$ cat src/rtl/video_fetch.sv
// Display-memory line fetcher: reads one line of bytes per preload strobe
// and serialises them MSB first, stretching each pixel for narrow lines.
module video_fetch #(
  parameter int ADDR_W = 13
) (
  input  logic              clk,
  input  logic              resetn,
  input  logic              hsn,
  input  logic              fsn,
  input  logic              preload,
  input  logic              rowclear,
  input  logic [5:0]        width,
  input  logic              graphics,
  input  logic [ADDR_W-1:0] base,
  input  logic [7:0]        mem_data,
  output logic [ADDR_W-1:0] addr,
  output logic              rd,
  output logic              pixel,
  output logic              active
);

  typedef enum logic [1:0] {
    IDLE,
    WAIT,
    SHIFT
  } fetchStateT;

  fetchStateT        state;
  fetchStateT        stateNext;

  logic              preloadPrev;
  logic              hsnPrev;
  logic              preloadRise;
  logic              hsnFall;

  logic [ADDR_W-1:0] lineBase;
  logic              lineDone;
  logic [7:0]        hold;
  logic [7:0]        shiftReg;
  logic              rdDly;
  logic [2:0]        waitCnt;
  logic [5:0]        byteIdx;
  logic [2:0]        bitCnt;
  logic [1:0]        divCnt;
  logic [1:0]        divMax;

  logic              lastDiv;
  logic              lastBit;
  logic              lastByte;
  logic              byteStart;
  logic              moreBytes;

  assign preloadRise = preload & ~preloadPrev;
  assign hsnFall     = ~hsn & hsnPrev;

  // Clocks per pixel minus one: narrower lines stretch pixels to fill the same span.
  always_comb begin
    case (width)
      6'd16:   divMax = 2'd1;
      6'd8:    divMax = 2'd3;
      default: divMax = 2'd0;
    endcase
  end

  assign lastDiv   = (divCnt == divMax);
  assign lastBit   = (bitCnt == 3'd7);
  assign lastByte  = (byteIdx == width - 6'd1);
  assign byteStart = (divCnt == 2'd0) && (bitCnt == 3'd0);
  assign moreBytes = (byteIdx < width - 6'd1);

  // NOTE: sequential state uses non-blocking assignments so every flop samples
  // pre-edge values regardless of statement order.
  always_ff @(posedge clk or negedge resetn) begin
    if (!resetn) state <= IDLE;
    else         state <= stateNext;
  end

  // NOTE: the default assignment up front keeps this block free of inferred latches.
  always_comb begin
    stateNext = state;
    case (state)
      IDLE:    if (preloadRise) stateNext = WAIT;
      WAIT:    if (waitCnt == 3'd7) stateNext = SHIFT;
      SHIFT:   if (lastDiv && lastBit && lastByte) stateNext = IDLE;
      default: stateNext = IDLE;
    endcase
    if (!fsn) stateNext = IDLE;
  end

  always_ff @(posedge clk or negedge resetn) begin
    if (!resetn) begin
      preloadPrev <= 1'b0;
      hsnPrev     <= 1'b0;
      lineBase    <= '0;
      lineDone    <= 1'b0;
      addr        <= '0;
      rd          <= 1'b0;
      rdDly       <= 1'b0;
      hold        <= '0;
      shiftReg    <= '0;
      pixel       <= 1'b0;
      active      <= 1'b0;
      waitCnt     <= '0;
      byteIdx     <= '0;
      bitCnt      <= '0;
      divCnt      <= '0;
    end else begin
      preloadPrev <= preload;
      hsnPrev     <= hsn;
      rd          <= 1'b0;
      rdDly       <= rd;
      // Memory answers one cycle after the strobe is seen.
      if (rdDly) hold <= mem_data;

      if (!fsn) begin
        lineBase <= base;
        lineDone <= 1'b0;
        active   <= 1'b0;
        pixel    <= 1'b0;
      end else begin
        if (hsnFall && lineDone) begin
          if (graphics || rowclear) lineBase <= lineBase + ADDR_W'(width);
          lineDone <= 1'b0;
        end

        case (state)
          IDLE: begin
            if (preloadRise) begin
              rd      <= 1'b1;
              addr    <= lineBase;
              waitCnt <= 3'd1;
            end
          end
          WAIT: begin
            if (waitCnt == 3'd7) begin
              shiftReg <= hold;
              pixel    <= hold[7];
              active   <= 1'b1;
              byteIdx  <= '0;
              bitCnt   <= '0;
              divCnt   <= '0;
            end else begin
              waitCnt <= waitCnt + 3'd1;
            end
          end
          SHIFT: begin
            // Prefetch the next byte at the start of the current one.
            if (byteStart && moreBytes) begin
              rd   <= 1'b1;
              addr <= lineBase + ADDR_W'(byteIdx + 6'd1);
            end
            if (lastDiv) begin
              divCnt <= '0;
              if (lastBit) begin
                if (lastByte) begin
                  active   <= 1'b0;
                  pixel    <= 1'b0;
                  lineDone <= 1'b1;
                end else begin
                  byteIdx  <= byteIdx + 6'd1;
                  bitCnt   <= '0;
                  shiftReg <= hold;
                  pixel    <= hold[7];
                end
              end else begin
                bitCnt   <= bitCnt + 3'd1;
                shiftReg <= {shiftReg[6:0], 1'b0};
                pixel    <= shiftReg[6];
              end
            end else begin
              divCnt <= divCnt + 2'd1;
            end
          end
          default: ;
        endcase
      end
    end
  end

endmodule

$ cat config.mk
export PLATFORM = sky130hd
export DESIGN_NAME = video_fetch
export DESIGN_NICKNAME = d
export VERILOG_FILES = /design/src/rtl/video_fetch.sv
export SDC_FILE = /design/constraint.sdc
export NUM_CORES = 1
export LEC_CHECK = 0
export BUFFER_PORTS_ARGS = -buffer_cell sky130_fd_sc_hd__buf_2
export CORE_MARGIN = 8
export CORE_UTILIZATION = 39
export CTS_CLUSTER_DIAMETER = 120
export DETAILED_ROUTE_END_ITERATION = 10
export HOLD_SLACK_MARGIN = 0.03
export PLACE_DENSITY = 0.55
export SETUP_SLACK_MARGIN = 0.02
export SYNTH_ARGS = -nofsm -noshare
export SYNTH_HDL_FRONTEND = slang
export SYNTH_SLANG_ARGS = --single-unit
$ cat constraint.sdc
create_clock -name clk -period 5.48 [get_ports clk]
set_clock_uncertainty 0.1 [all_clocks]
set_input_delay 0.274 -clock clk [delete_from_list [all_inputs] [get_ports clk]]
set_output_delay 0.274 -clock clk [all_outputs]
set_load 0.005 [all_outputs]
After elaboration in Yosys (flattened, before gate mapping)
Cells that the tools add are included.
{"block": "totals", "mem_count": 0, "latch_bits": 0, "mem_bits_rw": 0, "rom_bits": 0, "output_inout_bits": 16, "regBits": 64}
{"block": "op_classes", "n_div": 0, "mul": 0, "addsub": 8, "bitwise_logic": 4, "reduce_logical": 21, "n_lt_le_gt_ge": 1, "n_mux": 55, "eq_ne": 25, "shift": 0}
{"cell": "2-to-1 mux 13 bit", "count": 5}
{"cell": "2-to-1 mux 7 bit", "count": 4}
{"cell": "case mux 13 bit (2 select lines)", "count": 1}
{"cell": "2-to-1 mux 6 bit", "count": 4}
{"cell": "!= test 3 bit, second input constant", "count": 7}
{"cell": "2-to-1 mux 1 bit", "count": 19}
{"cell": "2-to-1 mux 3 bit", "count": 6}
{"cell": "!= test 2 bit, second input constant", "count": 7}
{"cell": "case mux 7 bit (2 select lines)", "count": 1}
{"cell": "adder 13 x 6 -> 13 bit", "count": 1}
{"cell": "adder 13 x 7 -> 13 bit", "count": 1}
{"cell": "2-to-1 mux 2 bit", "count": 6}
{"cell": "case mux 3 bit (2 select lines)", "count": 2}
{"cell": "case mux 6 bit (2 select lines)", "count": 1}
{"cell": "AND reduction 5 bit", "count": 2}
{"cell": "AND reduction 3 bit", "count": 3}
{"cell": "case mux 2 bit (2 select lines)", "count": 2}
{"cell": "AND reduction 4 bit", "count": 2}
{"cell": "adder 6 x 1 -> 7 bit, second input constant", "count": 1}
{"cell": "adder 3 x 1 -> 3 bit, second input constant", "count": 2}
{"cell": "adder 6 x 1 -> 6 bit, second input constant", "count": 1}
{"cell": "equality test 3 bit, second input constant", "count": 2}
{"cell": "equality test 6 x 4 -> 1 bit, second input constant", "count": 1}
{"cell": "equality test 6 x 5 -> 1 bit, second input constant", "count": 1}
{"cell": "other kinds (20)", "count": 32}

Logic depth before layout (Yosys ltp)
{"block": "logic_depth", "ltp_word": 9, "depth_mapped": 11, "ltp_nobuf": 10}

Worst setup path before layout
No wires, ideal clock.
{"block": "synth_timing", "path_type": "input -> register", "startpoint": "input port width[1]", "endpoint": "register bitCnt[0]", "path_slack_ns": 2.806, "arrival_ns": 2.442, "n_path_buf": 1, "stages": 9, "setup_time_ns": 0.132, "t_required_ns": 5.248, "path_cell_list": "or3_1 > nor3_1 > xnor2_1 > ha_1 > and4_1 > a41o_1 > a32oi_2 > clkbuf_1 > o21ai_0"}
{"block": "synth_via", "elab_chain_cells": 5, "elab_cells_between_ends": 9}
{"item": "start, declared", "line": "12", "source": "input logic [5:0] width,"}
{"item": "branches (longest 4 deep; another with subtractor 6 x 1 -> 6 bit)"}
{"item": "AND reduction 5 bit (no line) (*)"}
{"item": "end signal, assigned", "line": "166", "source": "bitCnt <= bitCnt + 3'd1;"}
{"item": "end, declared", "line": "43", "source": "logic [2:0] bitCnt;"}
Every way passes the cells marked *.
A chain may end at the register's enable or synchronous reset.

Final worst setup path
{"block": "layout_timing", "startpoint": "input port width[1]", "endpoint": "register addr[0]"}
{"block": "layout_via", "elab_chain_cells": 5}
{"item": "subtractor 6 x 1 -> 6 bit", "line": "69", "source": "assign moreBytes = (byteIdx < width - 6'd1);"}
{"item": "< comparator 6 bit", "line": "69"}
{"item": "logical AND 1 bit", "line": "148", "source": "if (byteStart && moreBytes) begin"}
{"item": "!= test 2 bit (no line)"}
{"item": "AND reduction 4 bit (no line)"}
{"item": "end signal, assigned", "line": "130", "source": "addr <= lineBase;"}
{"item": "end signal, assigned", "line": "150", "source": "addr <= lineBase + ADDR_W'(byteIdx + 6'd1);"}
{"item": "end, declared", "line": "16", "source": "output logic [ADDR_W-1:0] addr,"}
Every way passes these cells.

==> flow_summary.toml <==
[routing]
drtIter0Drc = 194
drtAntennaViolNets = 0
num_vias = 3201
wirelength_um = 9660
wl_per_cell_um = 16.2
drcViolationCount = 0
vias_per_cell = 5.38
first_pass_iters = 4

[setup_path]
setup.worst_path.end_class = "flip-flop"
slowest_delay_ps = 640
worstReg2RegStart = "byteIdx[3]"
critPathRequiredTime_ps = 5610
setup.worst_path.start = "width[1]"
cp_max_fo = 11
crit_slowest_cell = "nor2_1"
crit_type = "in2reg"
crit_chain = "buf_2, or3_1, nor3_1, xnor2_1, ha_1, and4_1, o21ai_0, o211a_1, nor2_1, mux2_2"
crit_path_start_kind = "primary input"
critPathArrivalTime_ps = 3070

[yosys]
synth_compound_area_share_pct = 18.9
synthAdderAreaFrac_pct = 9.36
async_flop_share_pct = 100
synth_mux_area_share_pct = 6.61
synth_top_area_share_pct = 41.1
syn-num-nets = 469
synthSimpleGateAreaFrac_pct = 16.4
ys_seq_area_share_pct = 41.1
synth_ff_type = "dfrtp_1"
syn_avg_cell_area_um2 = 9.59
synth_cell_type_count = 61
synth_edf_count = 0
postSynthCellCount = 407
synth_area_um2 = 3900
synth_top_family_by_area = "compound AO/OA/AOI/OAI gates"
synth-seq-cells = 64
ys_warn_count = 0
synth_xor_area_share_pct = 3.82
synth.most_common_cell = "dfrtp_1"
ys_top_cells_by_area = "dfrtp_1 41%, ha_1 8.3%, mux2_2 4.0%, a21oi_1 4.0%, o21ai_0 3.5%"
yosys-top-cells-count = "64 x dfrtp_1, 34 x nor2_1, 31 x a21oi_1"
synth_top_cell_by_area = "dfrtp_1"

[cts]
cts_buffer_depth = 2
cts_sinks = 64
ctsHtreeMaxLevel = 3
clk_latency_ps = 350
clk_pin_slew_ps = 80
cts-root-buf = "clkbuf_8"
cts_made_buffers = 9
postCtsSetupRepairBufs = 0
cts_tree = "built"

[timing]
setup_viol = 0
fin_setup_tns_ps = 0
relSlewSlack_pct = 42.1
fin_ws_ps = 2540
final-max-slew-violation-count = 0
hold_viol = 0
worst_pin_slew_ps = 866
min_period_ps = 2940
rsz0062_at_grt = "false"
period_share_pct = 53.7
fmax_ghz = 0.340

[cells_and_area]
regArea_um2 = 1600
synthToLayoutAreaGrowth_pct = 16.5
n_antenna_cell = 0
fill_cells = 980
final_nets = 519
drive_above_1_share_pct = 20.1
multi_input_area_um2 = 2150

[outcome]
status = "complete, no violations"

[power_and_ir_drop]
p_per_area_nw_per_um2 = 311
p_leak_nw = 2.06
peakVddDrop_mv = 0.156

[placement]
place_ws_ps = 2170
globalplace.congestion = 0.844
port_buffers = 49
hpwl_um = 7270

[global_route]
grt_pass1_wl_um = 16400
grt_pass1_vias = 3282
antenna_found_initial = 0
grt_max_degree = 65
grt-ovfl-total = 0
grt_util_all_layers_pct = 15.6

[floorplan]
die_area_um2 = 13500
die_w_um = 116
start_util_pct = 40.1
die_h_um = 116
core_um2 = 9730
io_pins = 50
rows = 36

[min_path]
min_path_type = "in2async"

[flow_run]
maxCapViolCount = 0
==> repair_timing <==
action | in CTS | in global routing
resized for setup | 0 | 0
hold endpoints to repair | 3 | 1
hold buffers | 3 | 1
==> power breakdown <==
part	total, mW	internal [mW]	switching [mW]
clock network	0.510	0.308	0.203
registers	0.618	0.559	0.0590
logic	0.287	0.138	0.149
total	1.41	1.00	0.410
==> cell type report <==
cell class	count	area share [%]
inverter	24	1.98
sequential	64	35.2
tap	133	3.66
clock inverter	7	2.75
multi-input combinational	304	47.2
clock buffer	9	2.72
timing repair buffer	54	6.44
==> placed cells by master (no fill, tap or decap), types with 3 or more instances in the layout <==
cell type and n:
dfrtp_1 64, buf_2 49, nor2_1 34, a21oi_1 31, o21ai_0 27, ha_1 26, inv_1 24, nand2_1 24
nand3_1 17, mux2_2 14, nor3_1 10, mux2i_1 10, xnor2_1 9, clkbuf_8 9, xor2_1 8, o211ai_1 7
a211oi_1 7, nor2b_1 6, nor3b_1 5, o21a_1 4, dlygate4sd3_1 4, nand3b_1 3, or2_2 3, a31oi_1 3
and2_1 3, o31ai_1 3, bufinv_16 3, inv_6 3
==> logic make-up after synthesis <==
family | after synthesis
AND/OR/NAND/NOR | 125
AO/OA/AOI/OAI | 110
flip-flops | 64
buffers and inverters | 39
adder cells (fa/ha/maj) | 28
multiplexers | 24
XOR/XNOR | 17
==> worst paths after layout <==
kind / endpoint / slack (ps) / cells past startpoint
setup reg to reg: addr[0] / 2810 / 6
setup / recovery: addr[0] / 2540 / 10
max in group asynchronous: divCnt[0] / 4760 / 2
hold / removal: byteIdx[2] / 5 / 2
min in group clk: hold[7] / 40 / 3
hold reg to reg: rdDly / 360 / 0
==> state kept, by name, indices dropped and copies added (netlist names), 2 cells and up <==
name / count
divCnt: 2
addr: 13
shiftReg: 7
lineBase: 13
waitCnt: 3
bitCnt: 3
hold: 8
state: 2
byteIdx: 6
==> through the flow <==
| stage | instance area, um2 | power [mW] | utilization, % | cells | hold WS, ps |
|---|---|---|---|---|---|
| after CTS | 4540 | 1.44 | 46.6 | 594 | 30.0 |
| after detailed placement | 4260 | 0.916 | 43.8 | 575 | 293 |
| after floorplan | 3900 | 0.806 | - | 407 | -122 |
| final | 4550 | 1.41 | 46.7 | 595 | 4.61 |
| after global placement | 4260 | 0.908 | 43.8 | 575 | 295 |
| after global routing | 4550 | 1.51 | 46.7 | 595 | 37.6 |
==> worst max-delay path, delay by kind of cell <==
family / cells / cell delay (ps)
AOI/OAI and AO/OA: 2 / 360
xor gates and xnor gates: 1 / 110
adders and majority gates: 1 / 330
buffers and inverters: 1 / 120
muxes: 1 / 410
and+or+nand+nor: 4 / 1480
==> per-layer routing <==
metal	part of all wire, %	up-vias	global-route usage, %	routed length [um]
li1	-	1579	-	-
met1	47	1514	20.6	4510
met5	0	-	0	0
met4	1.5	0	4.93	147
met3	5.5	15	4.06	532
met2	46	93	24.2	4460
Power figures use the tool's default switching activity.
